<file path="src/rtl/seq_num_gen_l3_if.sv">
// seq_num_gen_l3_if: bundles the allocation handshake, commit and squash
// notifications, occupancy and debug state of the sequence number generator.
//
// Handshake semantics: alloc_val[i] offers alloc_seq_num lane i. The offer
// depends only on generator registers, so it never depends on alloc_rdy in
// the same cycle. A lane transfers when alloc_val[i] & alloc_rdy[i] and every
// lower lane also transfers (prefix order). commit_val and squash_val are
// one-cycle notifications without backpressure.
//
// Modports:
//   master - the generator (drives offers, occupancy and debug state)
//   slave  - the fetch-side consumer (drives ready, commit and squash)
interface seq_num_gen_l3_if #(
  parameter int p_seq_num_bits = 5,
  parameter int p_alloc_width  = 2
);
  localparam int n_entries = 1 << p_seq_num_bits;

  logic [p_alloc_width*p_seq_num_bits-1:0] alloc_seq_num;
  logic [p_alloc_width-1:0]                alloc_val;
  logic [p_alloc_width-1:0]                alloc_rdy;
  logic                                    commit_val;
  logic [p_seq_num_bits-1:0]               commit_seq_num;
  logic                                    squash_val;
  logic [p_seq_num_bits-1:0]               squash_seq_num;
  logic [p_seq_num_bits:0]                 num_allocated;
  // Debug view of the pool state: oldest entry, next number, committed flags.
  logic [p_seq_num_bits-1:0]               dbg_head;
  logic [p_seq_num_bits-1:0]               dbg_tail;
  logic [n_entries-1:0]                    dbg_done;

  modport master (
    output alloc_seq_num, alloc_val, num_allocated, dbg_head, dbg_tail, dbg_done,
    input  alloc_rdy, commit_val, commit_seq_num, squash_val, squash_seq_num
  );

  modport slave (
    input  alloc_seq_num, alloc_val, num_allocated, dbg_head, dbg_tail, dbg_done,
    output alloc_rdy, commit_val, commit_seq_num, squash_val, squash_seq_num
  );
endinterface

</file>
<file path="src/rtl/seq_num_gen_l3.sv">
// seq_num_gen_l3: multi-lane in-order sequence number allocator.
//
// Hands out up to p_alloc_width consecutive numbers per cycle from a circular
// pool of 2**p_seq_num_bits numbers. Commits may arrive out of order; up to
// p_reclaim_width contiguous committed numbers are freed per cycle from the
// oldest end. A squash rewinds allocation to just after squash_seq_num.
//
// Ports:
//   clk  - clock
//   rst  - asynchronous active-high reset
//   bus  - seq_num_gen_l3_if.master
//            alloc_seq_num/alloc_val/alloc_rdy : allocation lanes
//            commit_val/commit_seq_num         : commit notification
//            squash_val/squash_seq_num         : squash (oldest survivor)
//            num_allocated                     : current occupancy
//            dbg_head/dbg_tail/dbg_done        : internal state view
module seq_num_gen_l3 #(
  parameter int p_seq_num_bits  = 5,
  parameter int p_reclaim_width = 2,
  parameter int p_alloc_width   = 2
) (
  input logic             clk,
  input logic             rst,
  seq_num_gen_l3_if.master bus
);

  localparam int n_entries = 1 << p_seq_num_bits;
  localparam int cnt_w     = p_seq_num_bits + 1;

  typedef logic [p_seq_num_bits-1:0] seq_t;
  typedef logic [cnt_w-1:0]          cnt_t;

  seq_t                 head_q;
  seq_t                 tail_q;
  cnt_t                 count_q;
  logic [n_entries-1:0] done_q;

  cnt_t                                    free_c;
  logic [p_alloc_width-1:0]                alloc_val_c;
  logic [p_alloc_width*p_seq_num_bits-1:0] lanes_c;
  logic [p_alloc_width-1:0]                fire_c;
  cnt_t                                    n_alloc_c;
  cnt_t                                    n_free_c;
  cnt_t                                    n_free_eff_c;
  seq_t                                    sq_dist_c;
  seq_t                                    cm_dist_c;
  cnt_t                                    sq_keep_c;
  logic                                    squash_ok_c;
  logic                                    commit_ok_c;
  logic [n_entries-1:0]                    done_d;

  // Offers come from registers only.
  always_comb begin
    free_c      = cnt_t'(n_entries) - count_q;
    alloc_val_c = '0;
    lanes_c     = '0;
    for (int i = 0; i < p_alloc_width; i++) begin
      alloc_val_c[i]                         = free_c > cnt_t'(i);
      lanes_c[i*p_seq_num_bits +: p_seq_num_bits] = tail_q + seq_t'(i);
    end
  end

  // Prefix firing: a lane only transfers if every lower lane transfers.
  always_comb begin
    logic chain;
    chain     = 1'b1;
    fire_c    = '0;
    n_alloc_c = '0;
    for (int i = 0; i < p_alloc_width; i++) begin
      chain     = chain & alloc_val_c[i] & bus.alloc_rdy[i];
      fire_c[i] = chain;
      n_alloc_c = n_alloc_c + cnt_t'(fire_c[i]);
    end
  end

  // Length of the committed run at head, from registered done bits only.
  always_comb begin
    logic run;
    run      = 1'b1;
    n_free_c = '0;
    for (int k = 0; k < p_reclaim_width; k++) begin
      run = run & (cnt_t'(k) < count_q) & done_q[head_q + seq_t'(k)];
      if (run) n_free_c = n_free_c + cnt_t'(1);
    end
  end

  // Squash / commit legality is judged by distance from head, which is
  // unambiguous across pointer wrap because count separates full from empty.
  always_comb begin
    sq_dist_c   = bus.squash_seq_num - head_q;
    cm_dist_c   = bus.commit_seq_num - head_q;
    sq_keep_c   = {1'b0, sq_dist_c} + cnt_t'(1);
    squash_ok_c = bus.squash_val && ({1'b0, sq_dist_c} < count_q);
    commit_ok_c = bus.commit_val && ({1'b0, cm_dist_c} < count_q) &&
                  (!squash_ok_c || (cm_dist_c <= sq_dist_c));
    // Reclaim never eats past the surviving region of a squash.
    if (squash_ok_c && (n_free_c > sq_keep_c)) n_free_eff_c = sq_keep_c;
    else                                         n_free_eff_c = n_free_c;
  end

  // Per-entry done update: freed, squashed and newly allocated entries clear;
  // a legal commit sets.
  always_comb begin
    done_d = done_q;
    for (int j = 0; j < n_entries; j++) begin
      if ({1'b0, seq_t'(j) - head_q} < n_free_eff_c)
        done_d[j] = 1'b0;
      else if (squash_ok_c && ((seq_t'(j) - head_q) > sq_dist_c))
        done_d[j] = 1'b0;
      else if (!squash_ok_c && ({1'b0, seq_t'(j) - tail_q} < n_alloc_c))
        done_d[j] = 1'b0;
      else if (commit_ok_c && (seq_t'(j) == bus.commit_seq_num))
        done_d[j] = 1'b1;
    end
  end

  always_ff @(posedge clk or posedge rst) begin
    if (rst) begin
      head_q  <= '0;
      tail_q  <= '0;
      count_q <= '0;
      done_q  <= '0;
    end else begin
      head_q <= head_q + seq_t'(n_free_eff_c);
      done_q <= done_d;
      if (squash_ok_c) begin
        // Any handshake firing this cycle is discarded by the consumer.
        tail_q  <= bus.squash_seq_num + seq_t'(1);
        count_q <= sq_keep_c - n_free_eff_c;
      end else begin
        tail_q  <= tail_q + seq_t'(n_alloc_c);
        count_q <= count_q + n_alloc_c - n_free_eff_c;
      end
    end
  end

  assign bus.alloc_val     = alloc_val_c;
  assign bus.alloc_seq_num = lanes_c;
  assign bus.num_allocated = count_q;
  assign bus.dbg_head      = head_q;
  assign bus.dbg_tail      = tail_q;
  assign bus.dbg_done      = done_q;

endmodule

</file>
<file path="src/flat_wrapper.sv">
// flat-port wrapper written by rule: the top's interface ports become plain ports
module seq_num_gen_l3_flat 
#(
  parameter int p_seq_num_bits  = 5,
  parameter int p_reclaim_width = 2,
  parameter int p_alloc_width   = 2
)
  (clk, rst, bus_alloc_seq_num, bus_alloc_val, bus_num_allocated, bus_dbg_head, bus_dbg_tail, bus_dbg_done, bus_alloc_rdy, bus_commit_val, bus_commit_seq_num, bus_squash_val, bus_squash_seq_num);
  seq_num_gen_l3_if #(.p_seq_num_bits(p_seq_num_bits), .p_alloc_width(p_alloc_width)) bus_i ();
  input logic clk;
  input logic rst;
  output wire logic [$bits(bus_i.alloc_seq_num)-1:0] bus_alloc_seq_num;
  output wire logic [$bits(bus_i.alloc_val)-1:0] bus_alloc_val;
  output wire logic [$bits(bus_i.num_allocated)-1:0] bus_num_allocated;
  output wire logic [$bits(bus_i.dbg_head)-1:0] bus_dbg_head;
  output wire logic [$bits(bus_i.dbg_tail)-1:0] bus_dbg_tail;
  output wire logic [$bits(bus_i.dbg_done)-1:0] bus_dbg_done;
  input wire logic [$bits(bus_i.alloc_rdy)-1:0] bus_alloc_rdy;
  input wire logic [$bits(bus_i.commit_val)-1:0] bus_commit_val;
  input wire logic [$bits(bus_i.commit_seq_num)-1:0] bus_commit_seq_num;
  input wire logic [$bits(bus_i.squash_val)-1:0] bus_squash_val;
  input wire logic [$bits(bus_i.squash_seq_num)-1:0] bus_squash_seq_num;
  assign bus_alloc_seq_num = bus_i.alloc_seq_num;
  assign bus_alloc_val = bus_i.alloc_val;
  assign bus_num_allocated = bus_i.num_allocated;
  assign bus_dbg_head = bus_i.dbg_head;
  assign bus_dbg_tail = bus_i.dbg_tail;
  assign bus_dbg_done = bus_i.dbg_done;
  assign bus_i.alloc_rdy = bus_alloc_rdy;
  assign bus_i.commit_val = bus_commit_val;
  assign bus_i.commit_seq_num = bus_commit_seq_num;
  assign bus_i.squash_val = bus_squash_val;
  assign bus_i.squash_seq_num = bus_squash_seq_num;
  seq_num_gen_l3 #(.p_seq_num_bits(p_seq_num_bits), .p_reclaim_width(p_reclaim_width), .p_alloc_width(p_alloc_width)) u_core (.clk(clk), .rst(rst), .bus(bus_i));
endmodule
</file>
<file path="config.mk">
export PLATFORM = sky130hd
export DESIGN_NAME = seq_num_gen_l3_flat
export DESIGN_NICKNAME = d
export VERILOG_FILES = /design/src/rtl/seq_num_gen_l3_if.sv /design/src/rtl/seq_num_gen_l3.sv /design/src/flat_wrapper.sv
export SDC_FILE = /design/constraint.sdc
export NUM_CORES = 1
export LEC_CHECK = 0
export CORE_MARGIN = 1
export CORE_UTILIZATION = 66
export CTS_BUF_LIST = sky130_fd_sc_hd__clkbuf_2
export DETAILED_ROUTE_END_ITERATION = 10
export PLACE_DENSITY = 0.9
export SYNTH_ARGS = -nofsm -noshare
export SYNTH_HDL_FRONTEND = slang
export SYNTH_SLANG_ARGS = --single-unit
export TNS_END_PERCENT = 20
</file>
<file path="constraint.sdc">
create_clock -name clk -period 9.7 [get_ports clk]
set_input_delay 0.97 -clock clk [delete_from_list [all_inputs] [get_ports clk]]
set_output_delay 0.97 -clock clk [all_outputs]
set_load 0.01 [all_outputs]
</file>
==> results of run 1 <==
==> path summary, 6_finish.rpt <==
kind	startpoint	end	slack (ns)
worst max-delay path	u_core.bus.dbg_head[1]	u_core.bus.dbg_done[21]	2.35
worst min-delay path	u_core.bus.dbg_done[9]	u_core.bus.dbg_done[9]	0.68
worst max register to register	u_core.bus.dbg_head[1]	u_core.bus.dbg_done[21]	2.35
worst min register to register	u_core.bus.dbg_done[9]	u_core.bus.dbg_done[9]	0.68
max in group asynchronous	rst	u_core.bus.dbg_done[9]	8.31
min in group asynchronous	rst	u_core.bus.num_allocated[1]	0.89
==> area by class of cell <==
cell class	count	area, um2	share of cell area, %
Timing Repair Buffer	83	810.8	8.603
Inverter	86	335.3	3.558
Tap cell	168	210.2	2.230
Sequential cell	48	1201	12.75
Antenna cell	1	2.502	0.02655
Clock buffer	5	25.02	0.2655
Multi-Input combinational cell	852	6839	72.57
==> worst max-delay path, delay by kind of cell, from the launching register on <==
| kind | cells | cell delay (ns) |
|---|---|---|
| AND/OR/NAND/NOR | 2 | 0.41 |
| adder cells (fa/ha/maj) | 4 | 1.80 |
| multiplexers | 4 | 2.27 |
| buffers and inverters | 2 | 0.55 |
| flip-flops | 1 | 0.90 |
| AO/OA/AOI/OAI | 8 | 1.40 |
==> stage by stage <==
stage	cells	setup slack (ns)	util (%)	hold WS [ns]
after floorplan	1020	3.217	-	0.6061
after global placement	1237	2.648	77.58	0.6110
after detailed placement	1237	2.575	77.58	0.6297
after CTS	1242	2.725	77.79	0.6578
after global routing	1243	2.068	77.81	0.6986
final	1243	2.353	77.81	0.6779
==> placed cells by master, fill, tap and decap left out, types with 6 or more instances in the layout <==
master,n
ha_1,195
a21oi_1,122
inv_1,82
clkdlybuf4s50_1,75
xnor2_1,63
conb_1,62
dfrtp_1,48
nor2_1,44
nand2_1,41
nand3_1,35
a21o_1,32
o21ai_0,23
nor4_1,20
mux4_2,19
a221oi_1,17
nor3_1,12
and3_1,10
nor2b_1,10
xor2_1,10
a211oi_1,9
o21ai_1,9
a41oi_1,9
mux2i_1,9
nand2b_1,8
fa_1,8
buf_4,8
nor3b_1,7
o211a_1,6
a311oi_1,6
==> registers in the layout, summed over array words and instances, names as in the netlist <==
signal and flops:
u_core.bus.dbg_done 32, u_core.bus.dbg_head 5, u_core.bus.num_allocated 6, u_core.bus.dbg_tail 5
==> cells by family after synthesis <==
family | after synthesis | share of synthesized area, %
flip-flops | 48 | 14.48
multiplexers | 29 | 6.378
XOR/XNOR | 73 | 7.705
other | 2 | 0.09050
buffers and inverters | 120 | 5.956
AO/OA/AOI/OAI | 276 | 21.16
adder cells (fa/ha/maj) | 203 | 31.33
AND/OR/NAND/NOR | 209 | 12.91
==> layer usage <==
layer	vias up	share of wire, %	GRT usage [%]
li1	3716	-	-
met1	3875	37	52.78
met2	604	43	67.88
met3	186	13	13.50
met4	0	6.9	27.97
met5	-	0	0
==> results.cfg, run 1 <==
[final_layout]
fin_area_um2 = 9424
fillers = 854
layout.nets = 1295
syn2layout_area_growth_pct = 13.57
layout-drive-gt1-share_pct = 3.724

[clock_tree]
post_cts_buffers = 0
clk_path_buf_depth = 2
h-tree-depth = 2
root_buffer = clkbuf_2
cts_sinks = 48
cts_resized = 0
cts_tree = built
numCtsBuffers = 5
clock_latency_ns = 0.54
clkSlewWorstSetupHoldPaths_ns = 0.27
ctsHoldBuffers = 0

[timing]
finalSetupTns_ns = 0
post-route-period-util_pct = 75.74
finalHoldViolations = 0
skew_ns = 0.02054
fmax_ghz = 0.1361
rsz0062_at_grt = no
tightest_slew_ns = 1.213
slew_headroom_pct = 18.74
setup_viol = 0
period_minus_slack_ns = 7.347
slew_violations = 0

[routing]
drtIter0Drc = 935
ant_nets = 0
vias = 8381
totalWireLength_um = 27450
wl_per_cell_um = 22.08
drcViolationCount = 0
vias_per_cell = 6.743
first_pass_iters = 9

[setup_path]
crit_top_cell = ha_1
crit_fanout = 19
reg2reg_depth = 20
critPathRequiredTime_ns = 10.20
critPathKind = reg -> reg
cp-start-kind = flip-flop
crit_chain = inv_1 > ha_1 > mux4_2 > mux4_2 > mux2i_1 > a211oi_1 > ha_1 > inv_1 > ha_1 > a21oi_1 > nand3_1 > nor3_2 > mux2i_1 > ha_1 > o21bai_1 > a21o_1 > a21o_1 > a21oi_1 > a211oi_1 > o211a_1
cp-end-kind = flip-flop
crit_arrival_ns = 7.85
cpPeakStageDelay_ns = 0.90
slowest_stage = dfrtp_1

[hold_path]
worstHoldPathCells = 2
hold_path_class = reg -> reg

[yosys]
synth_common_cells = ha_1 (195), a21oi_1 (122), inv_1 (83), xnor2_1 (63), dfrtp_1 (48)
syn_area_um2 = 8298
synth_ff_type = dfrtp_1
ys_seq_elements = 48
synth-seq-area-share_pct = 14.48
syn_area_per_cell_um2 = 8.644
async_flop_share_pct = 100.0
ys_types = 63
synth_cells = 960
yosys.area.top_type = ha_1
yosysMostFrequentCell = ha_1
synth_area_leaders = ha_1 (29%), dfrtp_1 (14%), a21oi_1 (7.4%)
synth_edf_count = 0
post-synth-top-area-fraction_pct = 29.40
synth.yosys.warnings = 0

[floorplanning]
fp.dieW_um = 114.1
start_util_pct = 68.51
core_area_um2 = 12110
die-area_um2 = 13020
ios = 76
fp.dieH_um = 114.1
rows = 40

[run_status]
run_status = finished, final reports clean

[global_route]
grt_pass1_wl_um = 43490
grt_pass1_vias = 8339
antenna_found_initial = 1
grt_max_degree = 49
grt_usage_pct = 43.75
overflow = 0

[place]
place_area_um2 = 9397
port_buffers = 75
place.gp.congestion = 1.088
dp.final_hpwl_um = 20950

[flow_run]
cap_viol_max_count = 0
Power of run 1 is not shown: default switching activity piles up to over one toggle a cycle in this logic, so the estimate is an artifact.
==> inputs of run 2 (changes only) <==
Settings changed: CORE_UTILIZATION 66 to 55, PLACE_DENSITY 0.9 to 0.8.
Clock period 9.7 ns to 6.4 ns, I/O delays scaled along.
==> run 2 against run 1 <==
The flow now finishes with violations (DRC); die area rose by 20%; clock-buffer cell count increased by 1; wire length decreased by 2.5%; global-route usage is 9.2 points lower; cell count grew 2.8%; maximum frequency is 23% higher; via count fell by 3.0%; sequential cell count is the same; hold slack worse by 0.14 ns; core utilization decreased by 12 points; critical path type unchanged; highest routed layer unchanged.
==> results.cfg, run 2 (synthesis gave the netlist of run 1 again) <==
[clock_tree]
root_buffer = clkbuf_2
clock_latency_ns = 0.55
ctsHoldBuffers = 0
clkSlewWorstSetupHoldPaths_ns = 0.30
cts_tree = built
cts_sinks = 48
h-tree-depth = 2
cts_resized = 0
post_cts_buffers = 0
numCtsBuffers = 5
clk_path_buf_depth = 2

[timing]
setup_viol = 0
rsz0062_at_grt = no
tightest_slew_ns = 1.094
fin_ws_ns = 0.4180
slew_violations = 0
slew_headroom_pct = 27.09
finalSetupTns_ns = 0
skew_ns = 0.04294
period_minus_slack_ns = 5.982
post-route-period-util_pct = 93.47
finalHoldViolations = 0
fmax_ghz = 0.1672

[setup_path]
cp-end-kind = flip-flop
r2r_setup_slack_ns = 0.42
cp.depth = 22
critPathRequiredTime_ns = 6.86
crit_arrival_ns = 6.44
reg2reg_depth = 22
r2r_start = u_core.bus.dbg_head[1]
path_delay_family = adder cells
cpPeakStageDelay_ns = 0.60
slowest_stage = ha_1
critPathBufInv = 3
crit_fanout = 10
crit_chain = inv_1 > ha_1 > mux4_2 > mux4_2 > mux2i_1 > a211oi_1 > ha_1 > inv_1 > ha_1 > a21oi_1 > nand3_1 > nor3_2 > mux2_1 > fa_1 > inv_1 > ha_1 > a21o_1 > a21oi_1 > o21bai_1 > a21oi_1 > xnor2_1 > a21oi_1
cp-startpoint = u_core.bus.dbg_head[1]
r2r-end = u_core.bus.num_allocated[5]
critPathKind = reg -> reg
endpoint = u_core.bus.num_allocated[5]
cp-start-kind = flip-flop

[floorplanning]
die-area_um2 = 15580
core_area_um2 = 14640
ios = 76
fp.dieH_um = 124.8
fp.dieW_um = 124.8
start_util_pct = 56.66
rows = 44

[place]
place_ws_ns = 0.3719
place.gp.congestion = 1.030
dp.cells = 1269
port_buffers = 75
dp.final_hpwl_um = 21020

[routing]
ant_nets = 0
drcViolationCount = 12
wl_per_cell_um = 20.94
first_pass_iters = 9
totalWireLength_um = 26770
vias_per_cell = 6.359
vias = 8127
drtIter0Drc = 938

[global_route]
grt_usage_pct = 34.57
grt_pass1_vias = 7781
antenna_found_initial = 1
grt_max_degree = 49
grt_pass1_wl_um = 41770
overflow = 0

[final_layout]
layout.nets = 1311
final_common_cell = ha_1
layout-drive-gt1-share_pct = 5.398
fin_cells = 1278
largest_reg_flops = 32
mostFrequentLayoutCells = ha_1 (195), a21oi_1 (122), inv_1 (82)
syn2layout_area_growth_pct = 15.74

[hold_path]
hold_path_class = in -> async

[run_status]
violations = DRC
run_status = finished, violations left

[flow_run]
cap_viol_max_count = 0
==> run 2: cell count changes in the layout (fill, tap and decap cells not counted), sizes merged <==
cell | previous run | this run
buf | 8 | 24
bufinv | 0 | 1
clkbuf | 5 | 6
clkinv | 2 | 3
==> run 2: how the worst min path moves through the flow <==
stage,from,endpoint,slack (ns),cells after the start
4_1_cts,rst,u_core.bus.num_allocated[5],0.57,3
3_5_place_dp,u_core.bus.dbg_done[29],u_core.bus.dbg_done[29],0.61,1
6_report,rst,u_core.bus.num_allocated[5],0.54,3
3_3_place_gp,u_core.bus.dbg_done[29],u_core.bus.dbg_done[29],0.61,1
5_1_grt,rst,u_core.bus.num_allocated[5],0.59,3
2_1_floorplan,u_core.bus.dbg_done[24],u_core.bus.dbg_done[24],0.61,2
==> run 2: through the flow <==
step | hold WS, ns | util [%] | instance area (um2)
finish | 0.5428 | 65.58 | 9604
global route | 0.5904 | 65.58 | 9604
CTS | 0.5713 | 65.57 | 9602
detailed placement | 0.6133 | 65.12 | 9537
global placement | 0.6132 | 65.12 | 9537
floorplan | 0.6061 | - | 8524
==> run 2: worst reg2reg max path: cells and delay by family, from the launching register on <==
kind	cells	cell delay (ns)
xor gates and xnor gates	1	0.14
DFF	1	0.45
and+or+nand+nor	2	0.39
buffers and inverters	3	0.19
AOI/OAI and AO/OA	7	0.97
muxes	4	1.81
adders and majority gates	5	1.95
==> run 2: area by class of cell <==
type	count	area [um2]
antenna	1	2.502
clock buffer	6	30.03
clock inverter	2	35.03
fill	1261	5040
inverter	86	335.3
multi-input combinational	852	6839
sequential	48	1201
tap	184	230.2
timing repair buffer	99	930.9
==> run 2: per-layer routing <==
layer  vias to the layer above  track usage, %  routed length [um]
li1                       3758               -                   -
met1                      3791           44.82               10780
met2                       483           54.03               11570
met3                        95           8.419                3136
met4                         0           16.28                1281
met5                         -               0                   0
Power of run 2 is left out for the same reason.
==> inputs of run 3 (changes only) <==
Clock period 6.4 ns to 5.46 ns, I/O delays scaled along.
==> run 3 against run 2 <==
The flow finishes with violations (DRC, setup timing); sequential cell count did not move; clock-buffer cell count down 1; clock skew fell by 0.031 ns; core utilization is 2.5 points higher; largest cell class unchanged.
==> results.cfg, run 3 (synthesis gave the netlist of run 1 again) <==
[floorplanning]
fp.dieH_um = 124.8
ios = 76
start_util_pct = 56.66
die-area_um2 = 15580
rows = 44
core_area_um2 = 14640
fp.dieW_um = 124.8

[timing]
rsz0062_at_grt = yes
fmax_ghz = 0.1828
fin_ws_ns = -0.01034
post-route-period-util_pct = 100.2
slew_headroom_pct = 26.37
period_minus_slack_ns = 5.470
setup_viol = 2
skew_ns = 0.01214
slew_violations = 0
finalHoldViolations = 0
tightest_slew_ns = 1.100

[routing]
dr_wl_met2_um = 12540
first_pass_iters = 9
drcViolationCount = 8
drt-met1-wl_um = 10770
top_layer_used = met4
totalWireLength_um = 28140
vias_per_cell = 6.409
dr_wl_met3_um = 3257
ant_nets = 0
vias = 8376
drtIter0Drc = 826
wl_per_cell_um = 21.53

[final_layout]
fin_cells = 1307
syn2layout_area_growth_pct = 20.07
mostFrequentLayoutCells = ha_1 (190), a21oi_1 (115), inv_1 (78)
largest_reg_flops = 32
fillers = 1201
final_common_cell = ha_1
layout.nets = 1340
layout-drive-gt1-share_pct = 10.16

[global_route]
grt_pass1_vias = 8109
antenna_found_initial = 1
grt_pass1_wl_um = 43660
grt_max_degree = 49
grt_usage_pct = 36.44
overflow = 0

[flow_run]
cap_viol_max_count = 0

[clock_tree]
root_buffer = clkbuf_2
clock_latency_ns = 0.56
clk_path_buf_depth = 2
clkSlewWorstSetupHoldPaths_ns = 0.29
ctsHoldBuffers = 0
cts_sinks = 48
cts_tree = built
h-tree-depth = 2
numCtsBuffers = 5

[setup_path]
crit_arrival_ns = 5.92
cp-end-kind = flip-flop
crit_top_cell = a21oi_2
critPathBufInv = 5
crit_fanout = 3
cp-start-kind = flip-flop
cpPeakStageDelay_ns = 0.55
slowest_stage = fa_1
path_delay_family = adder cells
critPathRequiredTime_ns = 5.91
critPathKind = reg -> reg

[hold_path]
hold_path_class = in -> async

[place]
dp.cells = 1287
dp.final_hpwl_um = 21890
place.gp.congestion = 1.099
port_buffers = 75

[run_status]
violations = DRC, setup timing
run_status = finished, violations left
==> run 3: cell types whose count changed in the layout (fill, tap and decap cells not counted), sizes merged <==
cell and change:
clkbuf -1, clkinvlp +1, inv -1, bufinv -1
clkinv +2, buf +29
==> run 3: final cells by class <==
cell class,instances,area (um2),area share (%)
Timing Repair Buffer,128,1169,11.73
Sequential cell,48,1204,12.08
Clock buffer,5,25.02,0.2512
Inverter,86,339.1,3.403
Multi-Input combinational cell,852,6980,70.06
Clock inverter,3,13.76,0.1381
Tap cell,184,230.2,2.311
Antenna cell,1,2.502,0.02512
==> run 3: timing repair <==
action | CTS | global route
resized for setup | 6 | 19
setup endpoints to repair | 1 | 33
setup buffers | 7 | 4
pin swaps | 6 | 14
==> run 3: metrics by stage <==
stage / util, % / setup WS, ns / TNS (ns) / cell area, um2 / hold WS, ns
after floorplan: - / -0.1787 / -0.1787 / 8603 / 0.6061
after global placement: 66.31 / 0.05060 / 0 / 9711 / 0.6349
after detailed placement: 66.31 / -0.06797 / -0.06797 / 9711 / 0.6425
after CTS: 67.18 / 0.0008122 / 0 / 9838 / 0.4612
after global routing: 68.02 / -0.2044 / -0.7314 / 9961 / 0.4973
final: 68.04 / -0.01034 / -0.01995 / 9963 / 0.4350
==> run 3: worst reg2reg max path: stages (launching register included) <==
cell	delay, ns
dfrtp_2	0.45
clkinvlp_4	0.11
ha_4	0.31
buf_12	0.11
mux4_2	0.49
mux4_2	0.52
mux2i_4	0.20
a211oi_2	0.07
ha_2	0.35
inv_2	0.05
ha_4	0.15
inv_2	0.04
a21oi_2	0.05
a21oi_2	0.12
nand3_2	0.10
nor3_4	0.26
mux2_4	0.34
fa_1	0.55
inv_2	0.06
ha_4	0.21
a21o_1	0.20
a21oi_2	0.14
o21bai_1	0.10
a21oi_2	0.14
xnor2_1	0.13
a21oi_1	0.09
==> run 3: path summary, 6_finish.rpt <==
kind / start / end / slack [ns] / cells after the start
setup / recovery: u_core.bus.dbg_head[1] / u_core.bus.num_allocated[5] / -0.01 / 25
hold / removal: rst / u_core.bus.num_allocated[3] / 0.44 / 3
setup reg to reg: u_core.bus.dbg_head[1] / u_core.bus.num_allocated[5] / -0.01 / 25
hold reg to reg: u_core.bus.dbg_done[9] / u_core.bus.dbg_done[9] / 0.68 / 2
max in group asynchronous: rst / u_core.bus.dbg_head[0] / 4.53 / 3
min in group clk: bus_squash_seq_num[0] / u_core.bus.dbg_tail[0] / 0.66 / 4
==> run 3: metal layers <==
metal	GRT usage [%]	vias to the layer above
met5	0	-
met4	18.22	0
met3	8.978	136
met2	58.66	516
met1	45.45	3907
li1	-	3817
Power of run 3 is left out for the same reason.
